$ cat src/rtl/gpca.sv
// gpca: single-cycle arithmetic unit with four modes selected by X and a
// root-pattern decode of B/C: multiply, square, divide and square root.
// Ports:
//   clk    - rising-edge clock
//   rst_n  - synchronous active-low reset (clears F and S)
//   X      - mode class: 0 = multiply/square, 1 = divide/square-root
//   P      - 9-bit multiplier operand (X=0 modes)
//   B      - multiplicand B[1:10] or divisor B[1:9]; B[1:2] part of root decode
//   C      - control vector; C[1:2] part of root decode
//   A      - 18-bit dividend / radicand (X=1 modes)
//   F      - registered quotient or root
//   S      - registered product, square or remainder
module gpca (
  input  logic        clk,
  input  logic        rst_n,
  input  logic        X,
  input  logic [1:9]  P,
  input  logic [1:19] B,
  input  logic [1:19] C,
  input  logic [1:18] A,
  output logic [1:9]  F,
  output logic [1:19] S
);

  localparam int unsigned FW = 9;
  localparam int unsigned SW = 19;
  localparam int unsigned AW = 18;
  localparam int unsigned MW = 10;
  localparam int unsigned RW = 12;

  logic [FW-1:0] p_v;
  logic [SW-1:0] b_v;
  logic [SW-1:0] c_v;
  logic [AW-1:0] a_v;
  logic          root_pat;

  assign p_v = P;
  assign b_v = B;
  assign c_v = C;
  assign a_v = A;

  // Root pattern: B[1:2] = 00 and C[1:2] = 01
  assign root_pat = (b_v[SW-1:SW-2] == 2'b00) && (c_v[SW-1:SW-2] == 2'b01);

  logic [FW-1:0] f_d, f_q;
  logic [SW-1:0] s_d, s_q;

  // Shift-add array: one row per P bit; multiplicand is B[1:10] or P itself
  logic [MW-1:0] mcand;
  logic [SW-1:0] prod;
  logic [FW-1:0] p_sh;

  always_comb begin
    mcand = root_pat ? {1'b0, p_v} : b_v[SW-1:SW-MW];
    prod  = '0;
    p_sh  = '0;
    for (int i = 0; i < int'(FW); i++) begin
      p_sh = p_v >> i;
      if (p_sh[0]) prod = prod + (SW'(mcand) << i);
    end
  end

  // Restoring divider: the quotient overflows 9 bits exactly when A[1:9] >= D,
  // which also covers D = 0; otherwise the partial remainder starts below D.
  logic [FW-1:0] dvs;
  logic          div_sat;
  logic [MW-1:0] drem;
  logic [MW-1:0] dtrial;
  logic [FW-1:0] quo;
  logic [AW-1:0] a_sh;

  always_comb begin
    dvs     = b_v[SW-1:SW-FW];
    div_sat = (a_v[AW-1:AW-FW] >= dvs);
    drem    = {1'b0, a_v[AW-1:AW-FW]};
    dtrial  = '0;
    quo     = '0;
    a_sh    = '0;
    for (int i = int'(FW) - 1; i >= 0; i--) begin
      a_sh   = a_v >> i;
      dtrial = {drem[FW-1:0], a_sh[0]};
      if (dtrial >= {1'b0, dvs}) begin
        drem   = dtrial - {1'b0, dvs};
        quo    = quo | (FW'(1) << i);
      end else begin
        drem   = dtrial;
      end
    end
  end

  // Restoring square root: one row per root bit, two radicand bits per row
  logic [RW-1:0] rrem;
  logic [RW-1:0] rtrial;
  logic [FW-1:0] root;
  logic [AW-1:0] r_sh;

  always_comb begin
    rrem   = '0;
    rtrial = '0;
    root   = '0;
    r_sh   = '0;
    for (int k = int'(FW) - 1; k >= 0; k--) begin
      r_sh   = a_v >> (2 * k);
      rrem   = {rrem[RW-3:0], r_sh[1:0]};
      rtrial = {1'b0, root, 2'b01};
      if (rrem >= rtrial) begin
        rrem = rrem - rtrial;
        root = {root[FW-2:0], 1'b1};
      end else begin
        root = {root[FW-2:0], 1'b0};
      end
    end
  end

  // Result select by mode
  always_comb begin
    f_d = '0;
    s_d = '0;
    unique case ({X, root_pat})
      2'b00, 2'b01: begin
        f_d = '0;
        s_d = prod;
      end
      2'b11: begin
        f_d = root;
        s_d = SW'(rrem);
      end
      default: begin
        if (div_sat) begin
          f_d = '1;
          s_d = SW'(a_v);
        end else begin
          f_d = quo;
          s_d = SW'(drem);
        end
      end
    endcase
  end

  // Output registers
  always_ff @(posedge clk) begin
    if (!rst_n) begin
      f_q <= '0;
      s_q <= '0;
    end else begin
      f_q <= f_d;
      s_q <= s_d;
    end
  end

  assign F = f_q;
  assign S = s_q;

endmodule

$ cat config.mk
export PLATFORM = sky130hd
export DESIGN_NAME = gpca
export DESIGN_NICKNAME = d
export VERILOG_FILES = /design/src/rtl/gpca.sv
export SDC_FILE = /design/constraint.sdc
export NUM_CORES = 1
export LEC_CHECK = 0
export BUFFER_PORTS_ARGS = -buffer_cell sky130_fd_sc_hd__buf_2
export CAP_MARGIN = 20
export CORE_ASPECT_RATIO = 0.9
export CORE_UTILIZATION = 45
export DETAILED_ROUTE_END_ITERATION = 10
export GPL_ROUTABILITY_DRIVEN = 0
export PLACE_DENSITY = 0.68
export REMOVE_ABC_BUFFERS = 1
export SYNTH_ARGS = -nofsm -noshare
export SYNTH_HDL_FRONTEND = slang
export SYNTH_SLANG_ARGS = --single-unit
$ cat constraint.sdc
create_clock -name clk -period 23.1 [get_ports clk]
set_clock_uncertainty 0.1 [all_clocks]
set_input_delay 3.465 -clock clk [delete_from_list [all_inputs] [get_ports clk]]
set_output_delay 3.465 -clock clk [all_outputs]
set_load 0.02 [all_outputs]
==> results_dict.tcl, run 1 <==
set metrics [dict create \
    cp-startpoint "A[10]" \
    ys_ff_latch 28 \
    worst_slew_pin_slew_ns 0.939 \
    routed-via-count 13900 \
    finalSetupViolCount 0 \
    floorplan.initialDensity_pct 45.7 \
    timing.critical_path.from_type "input pin" \
    cts_sinks 28 \
    boundaryPins 96 \
    final_net_count 2281 \
    path_depth 95 \
    rows 59 \
    drive_gt1_share_pct 17.6 \
    most_prevalent_standard_cell_on_the_critical_path "sky130_fd_sc_hd__a21o_1" \
    run_status "complete, no violations" \
    yosysWarningCount 0 \
    synth_edf_count 0 \
    antenna_cell_count 0 \
    remaining_global_route_overflow 0 \
    critical_path.max_fanout 10 \
    postSynthAreaPerCell_sq_um 7.38 \
    holdCritStartpoint "B[10]" \
    clock_tree.htree_level_count 1 \
    post_synthesis_instance_total 1790 \
    timing.critical_path.to_type "register" \
    clkTransAtPathRegs_ns 0.08 \
    postRouteAntennaNets 0 \
    drt_wl_total_microns 40700 \
    mappedNetlistArea_sq_mm 0.0132 \
    crit_buf_inv 15 \
    most-common-layout-cells "sky130_fd_sc_hd__ha_1, sky130_fd_sc_hd__a21oi_1, sky130_fd_sc_hd__buf_4" \
    final_hold_fails 0 \
    synth_async_sr_flop_share_pct 0 \
    number_of_max_capacitance_violations_reported 0 \
    number_of_global_route_vias_before_repair 12900 \
    critical_path_class "input pin to register" \
    grt_start_max_net_pins 28 \
    rsz_0062_raised_after_global_routing "yes" \
    tritoncts "built" \
    cts-buffers-inserted 3 \
    synth_top_cell_by_area "sky130_fd_sc_hd__ha_1" \
    timing.final.crit_share_pct 96.4 \
    routedWlPerCell_microns 17.2 \
    detail_route.drc_violations 0 \
    core_region_area_sq_mm 0.0289 \
    netlist-cell-type-count 92 \
    buffer_ports.inserted 69 \
    timing.critical_path.slowest_cell_delay_ns 0.45 \
    die-height_microns 165 \
    synth.area.top_cells "sky130_fd_sc_hd__ha_1, sky130_fd_sc_hd__xnor2_1, sky130_fd_sc_hd__a21oi_1, sky130_fd_sc_hd__mux2_2, sky130_fd_sc_hd__dfxtp_1" \
    most_common_library_cell_in_the_layout_ignoring_fill_and_taps "sky130_fd_sc_hd__ha_1" \
    synthDominantCellAreaShare_pct 21.0 \
    critical-path-slowest-cell "sky130_fd_sc_hd__fa_1" \
    global_route_wire_length_before_repair_microns 64500 \
    clock.fmax_ghz 0.0449 \
    clk_root_buffer_cell "sky130_fd_sc_hd__clkbuf_16" \
    dr.pass1.iters 6 \
    die_area_sq_mm 0.0300 \
    layout.filler_cells 2724 \
    grt_usage_pct 26.4 \
    antenna_found_initial 2 \
    die_x_microns 183 \
    period_minus_slack_ns 22.26 \
    synth_top_flop_cell "sky130_fd_sc_hd__dfxtp_1" \
    syn_to_final_growth_pct 16.4 \
    slew_headroom_pct 37.1 \
    timing.critical_path.arrival_ns 22.31 \
    viasPerCell 5.89 \
    holdCritPathClass "input pin to register" \
    min_path_cells 3 \
    top_cell_family_by_delay_on_the_critical_path "compound AO/OA/AOI/OAI gates" \
    utilization_pct 53.2 \
    clock_path_buffers 2 \
    timing.critical_path.required_ns 23.15 \
    drt-initial-drc-count 1062 \
    synth_seq_area_share_pct 4.25 \
    place.detailed.hpwl_microns 33400 \
    final-max-slew-violation-count 0 \
]
-- cells by family after synthesis --
logic type | count (synthesis) | share of synthesized area, %
AOI/OAI and AO/OA | 585 | 28.8
xor gates and xnor gates | 157 | 10.4
adders and majority gates | 239 | 23.6
buffers and inverters | 194 | 5.72
DFF | 28 | 4.25
muxes | 112 | 9.17
and+or+nand+nor | 475 | 18.0
-- path summary, 6_finish.rpt --
kind / end / slack, ns
worst max-delay path: S[14] / 0.84
worst min-delay path: S[19] / 3.45
-- metrics by stage --
step | hold slack, ns | worst slack (ns) | setup TNS, ns | instance area, sq um | cells
after detailed placement | 3.73 | -0.546 | -4.64 | 15000 | 2354
after global routing | 3.49 | -0.239 | -1.60 | 15400 | 2369
final | 3.45 | 0.841 | 0 | 15400 | 2369
after floorplan | 3.48 | -1.40 | -14.07 | 13000 | 1742
after global placement | 3.73 | -0.210 | -1.23 | 15000 | 2354
after CTS | 3.44 | 0.102 | 0 | 15100 | 2358
-- cells in the mapped netlist (5+ instances only) --
cell type                  count
sky130_fd_sc_hd__a211o_1       7
sky130_fd_sc_hd__a211oi_1     13
sky130_fd_sc_hd__a21boi_0      5
sky130_fd_sc_hd__a21o_1       68
sky130_fd_sc_hd__a21oi_1     194
sky130_fd_sc_hd__a221oi_1     17
sky130_fd_sc_hd__a222oi_1      5
sky130_fd_sc_hd__a31oi_1      14
sky130_fd_sc_hd__and2_1       12
sky130_fd_sc_hd__and3_1       14
sky130_fd_sc_hd__buf_1         9
sky130_fd_sc_hd__clkbuf_1     36
sky130_fd_sc_hd__dfxtp_1      28
sky130_fd_sc_hd__fa_1         17
sky130_fd_sc_hd__ha_1        222
sky130_fd_sc_hd__inv_1       139
sky130_fd_sc_hd__mux2_2       61
sky130_fd_sc_hd__mux2i_1      49
sky130_fd_sc_hd__nand2_1      97
sky130_fd_sc_hd__nand2b_1     34
sky130_fd_sc_hd__nand3_1      27
sky130_fd_sc_hd__nand3b_1      5
sky130_fd_sc_hd__nand4_1      20
sky130_fd_sc_hd__nor2_1      142
sky130_fd_sc_hd__nor2b_1      51
sky130_fd_sc_hd__nor3_1       27
sky130_fd_sc_hd__nor3b_1      10
sky130_fd_sc_hd__nor4_1        5
sky130_fd_sc_hd__o211ai_1     14
sky130_fd_sc_hd__o21a_1       18
sky130_fd_sc_hd__o21ai_0     108
sky130_fd_sc_hd__o21ai_1       5
sky130_fd_sc_hd__o21bai_1     53
sky130_fd_sc_hd__o22ai_1       8
sky130_fd_sc_hd__o31ai_1       9
sky130_fd_sc_hd__or3_1         8
sky130_fd_sc_hd__or4_1         5
sky130_fd_sc_hd__xnor2_1     124
sky130_fd_sc_hd__xor2_1       33
-- repair_timing --
action                                  CTS  global route
setup buffers                             0            11
hold buffers                              0             0
pin swaps                                 0             4
cloned                                    0             0
endpoints found under the setup margin   10            11
gates resized for setup                   7            42
-- routing by layer --
metal	GRT usage, %	part of all wire [%]	routed length [microns]	vias up
li1	-	-	-	6889
met1	36.7	48	19400	6541
met2	42.7	44	17800	439
met3	3.46	6.1	2500	74
met4	7.07	2.3	946	4
met5	0	0.057	23	-
-- tightest hold or removal path, stage by stage --
cell and delay (ns):
sky130_fd_sc_hd__buf_2 0.12, sky130_fd_sc_hd__nor2_1 0.11, sky130_fd_sc_hd__o32ai_1 0.08
-- layout make-up --
| cell class | instances | area, sq um | area share [%] |
|---|---|---|---|
| Multi-Input combinational cell | 1568 | 12100 | 78.8 |
| Timing Repair Buffer | 227 | 1540 | 9.99 |
| Inverter | 146 | 563 | 3.66 |
| Sequential cell | 28 | 561 | 3.65 |
| Tap cell | 396 | 495 | 3.23 |
| Clock buffer | 3 | 75.1 | 0.489 |
| Clock inverter | 1 | 30.0 | 0.195 |
-- flip-flops by register name, indices dropped and copies added, names as in the netlist --
signal	flops
F	9
S	19
Power of run 1 is not shown: default switching activity piles up to over one toggle a cycle in this logic, so the estimate is an artifact.
==> run 2: changes to the inputs <==
--- a/config.mk
+++ b/config.mk
@@ -5,13 +5,14 @@
 export SDC_FILE = /design/constraint.sdc
 export NUM_CORES = 1
 export LEC_CHECK = 0
-export BUFFER_PORTS_ARGS = -buffer_cell sky130_fd_sc_hd__buf_2
 export CAP_MARGIN = 20
 export CORE_ASPECT_RATIO = 0.9
+export CORE_MARGIN = 10
 export CORE_UTILIZATION = 45
 export DETAILED_ROUTE_END_ITERATION = 10
+export DONT_BUFFER_PORTS = 1
 export GPL_ROUTABILITY_DRIVEN = 0
-export PLACE_DENSITY = 0.68
+export PLACE_DENSITY = 0.65
 export REMOVE_ABC_BUFFERS = 1
 export SYNTH_ARGS = -nofsm -noshare
 export SYNTH_HDL_FRONTEND = slang
==> results_dict.tcl, run 2 (same netlist as run 1, synthesis figures left out) <==
set metrics [dict create \
    most_common_library_cell_in_the_layout_ignoring_fill_and_taps "sky130_fd_sc_hd__ha_1" \
    final-max-slew-violation-count 0 \
    syn_to_final_growth_pct 10.2 \
    critical_path.max_fanout 12 \
    final_net_count 2157 \
    worst_slew_pin_slew_ns 0.901 \
    run_status "complete, no violations" \
    worst_hold_endpoint "S[19]" \
    dr.pass1.iters 8 \
    layout.filler_cells 2921 \
    detail_route.drc_violations 0 \
    drive_gt1_share_pct 12.0 \
    antenna_cell_count 0 \
    viasPerCell 5.99 \
    slew_headroom_pct 39.1 \
    routedWlPerCell_microns 18.2 \
    global_route_wire_length_before_repair_microns 64500 \
    timing.critical_path.slowest_cell_delay_ns 0.41 \
    die_area_sq_mm 0.0366 \
    flip_flop_count_of_the_largest_register_all_copies_and_words_added 19 \
    multi_input_comb_area_sq_mm 0.0120 \
    clock_tree.htree_level_count 1 \
    cts-buffers-inserted 3 \
    drt-initial-drc-count 1187 \
    timing.critical_path.required_ns 23.13 \
    core_region_area_sq_mm 0.0289 \
    critical-path-slowest-cell "sky130_fd_sc_hd__fa_1" \
    clk_root_buffer_cell "sky130_fd_sc_hd__clkbuf_16" \
    holdCritStartpoint "X" \
    cts_sinks 28 \
    number_of_global_route_vias_before_repair 12600 \
    postRouteAntennaNets 0 \
    grt_start_max_net_pins 28 \
    grt_usage_pct 20.8 \
    final_hold_fails 0 \
    remaining_global_route_overflow 0 \
    holdCritPathClass "input pin to register" \
    finalSetupViolCount 0 \
    rows 59 \
    die-height_microns 183 \
    clkTransAtPathRegs_ns 0.08 \
    post_cts_hold_fix_bufs 0 \
    number_of_max_capacitance_violations_reported 0 \
    buffer_ports.inserted 0 \
    most-common-layout-cells "sky130_fd_sc_hd__ha_1, sky130_fd_sc_hd__a21oi_1, sky130_fd_sc_hd__nor2_1" \
    area.sequential_sq_um 561 \
    most_prevalent_standard_cell_on_the_critical_path "sky130_fd_sc_hd__a21o_1" \
    timing.final.crit_share_pct 96.5 \
    tritoncts "built" \
    routed-via-count 13400 \
    timing.critical_path.from_type "input pin" \
    critical_path_class "input pin to register" \
    period_minus_slack_ns 22.30 \
    utilization_pct 50.3 \
    clock.fmax_ghz 0.0448 \
    min_path_cells 1 \
    boundaryPins 96 \
    drt_wl_total_microns 40800 \
    antenna_found_initial 0 \
    timing.critical_path.arrival_ns 22.33 \
    timing.critical_path.to_type "register" \
    clock_path_buffers 2 \
    place.detailed.hpwl_microns 33200 \
    die_x_microns 201 \
    floorplan.initialDensity_pct 45.6 \
]
## run 2: timing repair
item | CTS | global route
gates cloned | 0 | 1
setup endpoints to repair | 7 | 11
gates resized for setup | 2 | 40
setup buffers | 0 | 11
pin swaps | 0 | 10
## run 2: worst max-delay path by stage
| stage | to | slack [ns] | cells after the start | startpoint |
|---|---|---|---|---|
| global route | S[15] | -0.04 | 98 | A[10] |
| finish | S[14] | 0.80 | 94 | A[10] |
| detailed placement | S[14] | -0.25 | 99 | A[10] |
| global placement | S[16] | 0.02 | 98 | A[10] |
| CTS | S[14] | 0.007 | 97 | A[10] |
| floorplan | S[13] | -1.40 | 87 | A[10] |
## run 2: critical path: cells and delay by family
family,cells,cell delay (ns)
and+or+nand+nor,12,1.51
buffers and inverters,14,1.97
AOI/OAI and AO/OA,48,9.61
adders and majority gates,10,3.15
muxes,10,2.63
## run 2: area by class of cell
class | count | area share (%)
timing repair buffer | 102 | 5.32
clock inverter | 1 | 0.206
multi-input combinational | 1569 | 82.8
clock buffer | 3 | 0.516
inverter | 146 | 3.87
sequential | 28 | 3.85
tap | 396 | 3.41
## run 2: metal layers
metal / GRT usage [%] / part of all wire (%) / up-vias
li1: - / - / 6662
met1: 29.2 / 48 / 6303
met2: 33.6 / 43 / 445
met3: 3.65 / 7.8 / 31
met4: 2.00 / 0.86 / 0
met5: 0 / 0 / -
## run 2: stage by stage
step / instance area, sq um / setup WS, ns / cells / hold WS (ns) / TNS (ns)
floorplan: 13000 / -1.40 / 1742 / 3.48 / -14.07
global placement: 14200 / 0.0237 / 2229 / 3.50 / 0
CTS: 14300 / 0.00659 / 2233 / 3.20 / 0
finish: 14500 / 0.800 / 2245 / 3.21 / 0
detailed placement: 14200 / -0.247 / 2229 / 3.50 / -1.96
global route: 14500 / -0.0435 / 2245 / 3.22 / -0.166
Power of run 2 is left out for the same reason.
==> run 3: changes to the inputs <==
--- a/config.mk
+++ b/config.mk
@@ -8,11 +8,11 @@
 export CAP_MARGIN = 20
 export CORE_ASPECT_RATIO = 0.9
 export CORE_MARGIN = 10
-export CORE_UTILIZATION = 45
+export CORE_UTILIZATION = 30
 export DETAILED_ROUTE_END_ITERATION = 10
 export DONT_BUFFER_PORTS = 1
 export GPL_ROUTABILITY_DRIVEN = 0
-export PLACE_DENSITY = 0.65
+export PLACE_DENSITY = 0.48
 export REMOVE_ABC_BUFFERS = 1
 export SYNTH_ARGS = -nofsm -noshare
 export SYNTH_HDL_FRONTEND = slang
==> results_dict.tcl, run 3 (same netlist as run 1, synthesis figures left out) <==
set metrics [dict create \
    run_status "complete, no violations" \
    post_cts_hold_fix_bufs 0 \
    timing.critical_path.slowest_cell_delay_ns 0.37 \
    timing.critical_path.to_type "register" \
    drive_gt1_share_pct 16.1 \
    critical_path_class "input pin to register" \
    most_common_library_cell_in_the_layout_ignoring_fill_and_taps "sky130_fd_sc_hd__ha_1" \
    routed-via-count 13400 \
    dpl.cell_count 2476 \
    slew_headroom_pct 37.1 \
    die_area_sq_mm 0.0528 \
    floorplan.initialDensity_pct 30.5 \
    boundaryPins 96 \
    worst_slew_pin_slew_ns 0.940 \
    die-height_microns 219 \
    most-common-layout-cells "sky130_fd_sc_hd__ha_1, sky130_fd_sc_hd__a21oi_1, sky130_fd_sc_hd__buf_4" \
    timing.final.crit_share_pct 96.0 \
    number_of_global_route_vias_before_repair 12700 \
    timing.critical_path.arrival_ns 22.21 \
    cts_sinks 28 \
    dp_slack_ns -0.326 \
    finalSetupViolCount 0 \
    postRouteAntennaNets 0 \
    clock_tree.htree_level_count 1 \
    cts-buffers-inserted 3 \
    global_route_wire_length_before_repair_microns 69900 \
    clock_path_buffers 2 \
    buffer_ports.inserted 0 \
    final_net_count 2242 \
    grt_usage_pct 16.3 \
    final-instance-count-excl-fill 2489 \
    final_hold_fails 0 \
    antenna_found_initial 0 \
    crit_buf_inv 18 \
    grt_start_max_net_pins 28 \
    viasPerCell 5.40 \
    remaining_global_route_overflow 0 \
    drt_wl_total_microns 44800 \
    place.detailed.hpwl_microns 37000 \
    dr.pass1.iters 5 \
    die_x_microns 241 \
    clock.fmax_ghz 0.0451 \
    detail_route.drc_violations 0 \
    clk_root_buffer_cell "sky130_fd_sc_hd__clkbuf_16" \
    timing.critical_path.from_type "input pin" \
    hold-worst-slack_ns 3.20 \
    tritoncts "built" \
    syn_to_final_growth_pct 17.0 \
    drt-initial-drc-count 895 \
    antenna_cell_count 0 \
    layout_setup_ws_ns 0.928 \
    top_cell_family_by_delay_on_the_critical_path "compound AO/OA/AOI/OAI gates" \
    rows 72 \
    holdCritPathClass "input pin to register" \
    number_of_max_capacitance_violations_reported 0 \
    timing.critical_path.required_ns 23.14 \
    routedWlPerCell_microns 18.0 \
    core_region_area_sq_mm 0.0432 \
    critical_path.max_fanout 8 \
    clkTransAtPathRegs_ns 0.11 \
    period_minus_slack_ns 22.17 \
    final-max-slew-violation-count 0 \
    critical-path-slowest-cell "sky130_fd_sc_hd__fa_1" \
    flip_flop_count_of_the_largest_register_all_copies_and_words_added 19 \
]
run 3: changes by cell type in the layout (fill, tap and decap cells not counted), moves of 2 or more:
cell,before,now
sky130_fd_sc_hd__o21ai_2,2,4
sky130_fd_sc_hd__buf_4,100,184
sky130_fd_sc_hd__mux2i_2,8,4
sky130_fd_sc_hd__o41ai_1,3,1
sky130_fd_sc_hd__o221ai_2,0,2
sky130_fd_sc_hd__o221ai_1,2,0
sky130_fd_sc_hd__o21ai_0,99,97
sky130_fd_sc_hd__mux2i_1,40,43
sky130_fd_sc_hd__o41ai_2,0,2
run 3: layer usage:
layer / up-vias / share of wire [%] / GRT usage [%]
li1: 6819 / - / -
met3: 23 / 5.9 / 2.63
met5: - / 0 / 0
met1: 6282 / 51 / 24.0
met2: 305 / 42 / 25.1
met4: 0 / 0.96 / 1.82
run 3: layout make-up:
class | count | area, sq um
Timing Repair Buffer | 187 | 1420
Inverter | 146 | 563
Tap cell | 555 | 694
Clock buffer | 3 | 75.1
Fill cell | 4538 | 27800
Multi-Input combinational cell | 1569 | 12100
Sequential cell | 28 | 561
Clock inverter | 1 | 30.0
run 3: through the flow:
step           area, sq um  TNS, ns  util, %
2_1_floorplan        13000   -14.07        -
3_3_place_gp         15100   -0.335     34.8
3_5_place_dp         15100    -2.50     34.8
4_1_cts              15200        0     35.1
5_1_grt              15400   -0.122     35.7
6_report             15400        0     35.7
run 3: timing repair:
action / CTS / global route
gates resized for setup: 3 / 49
setup endpoints to repair: 8 / 12
buffers inserted: 0 / 8
pin swaps: 0 / 8
cloned: 0 / 1
run 3: worst paths after layout:
check	from	to	slack [ns]	cells past startpoint
setup / recovery	A[10]	S[16]	0.93	98
hold / removal	X	S[19]	3.20	1
Power of run 3 is left out for the same reason.
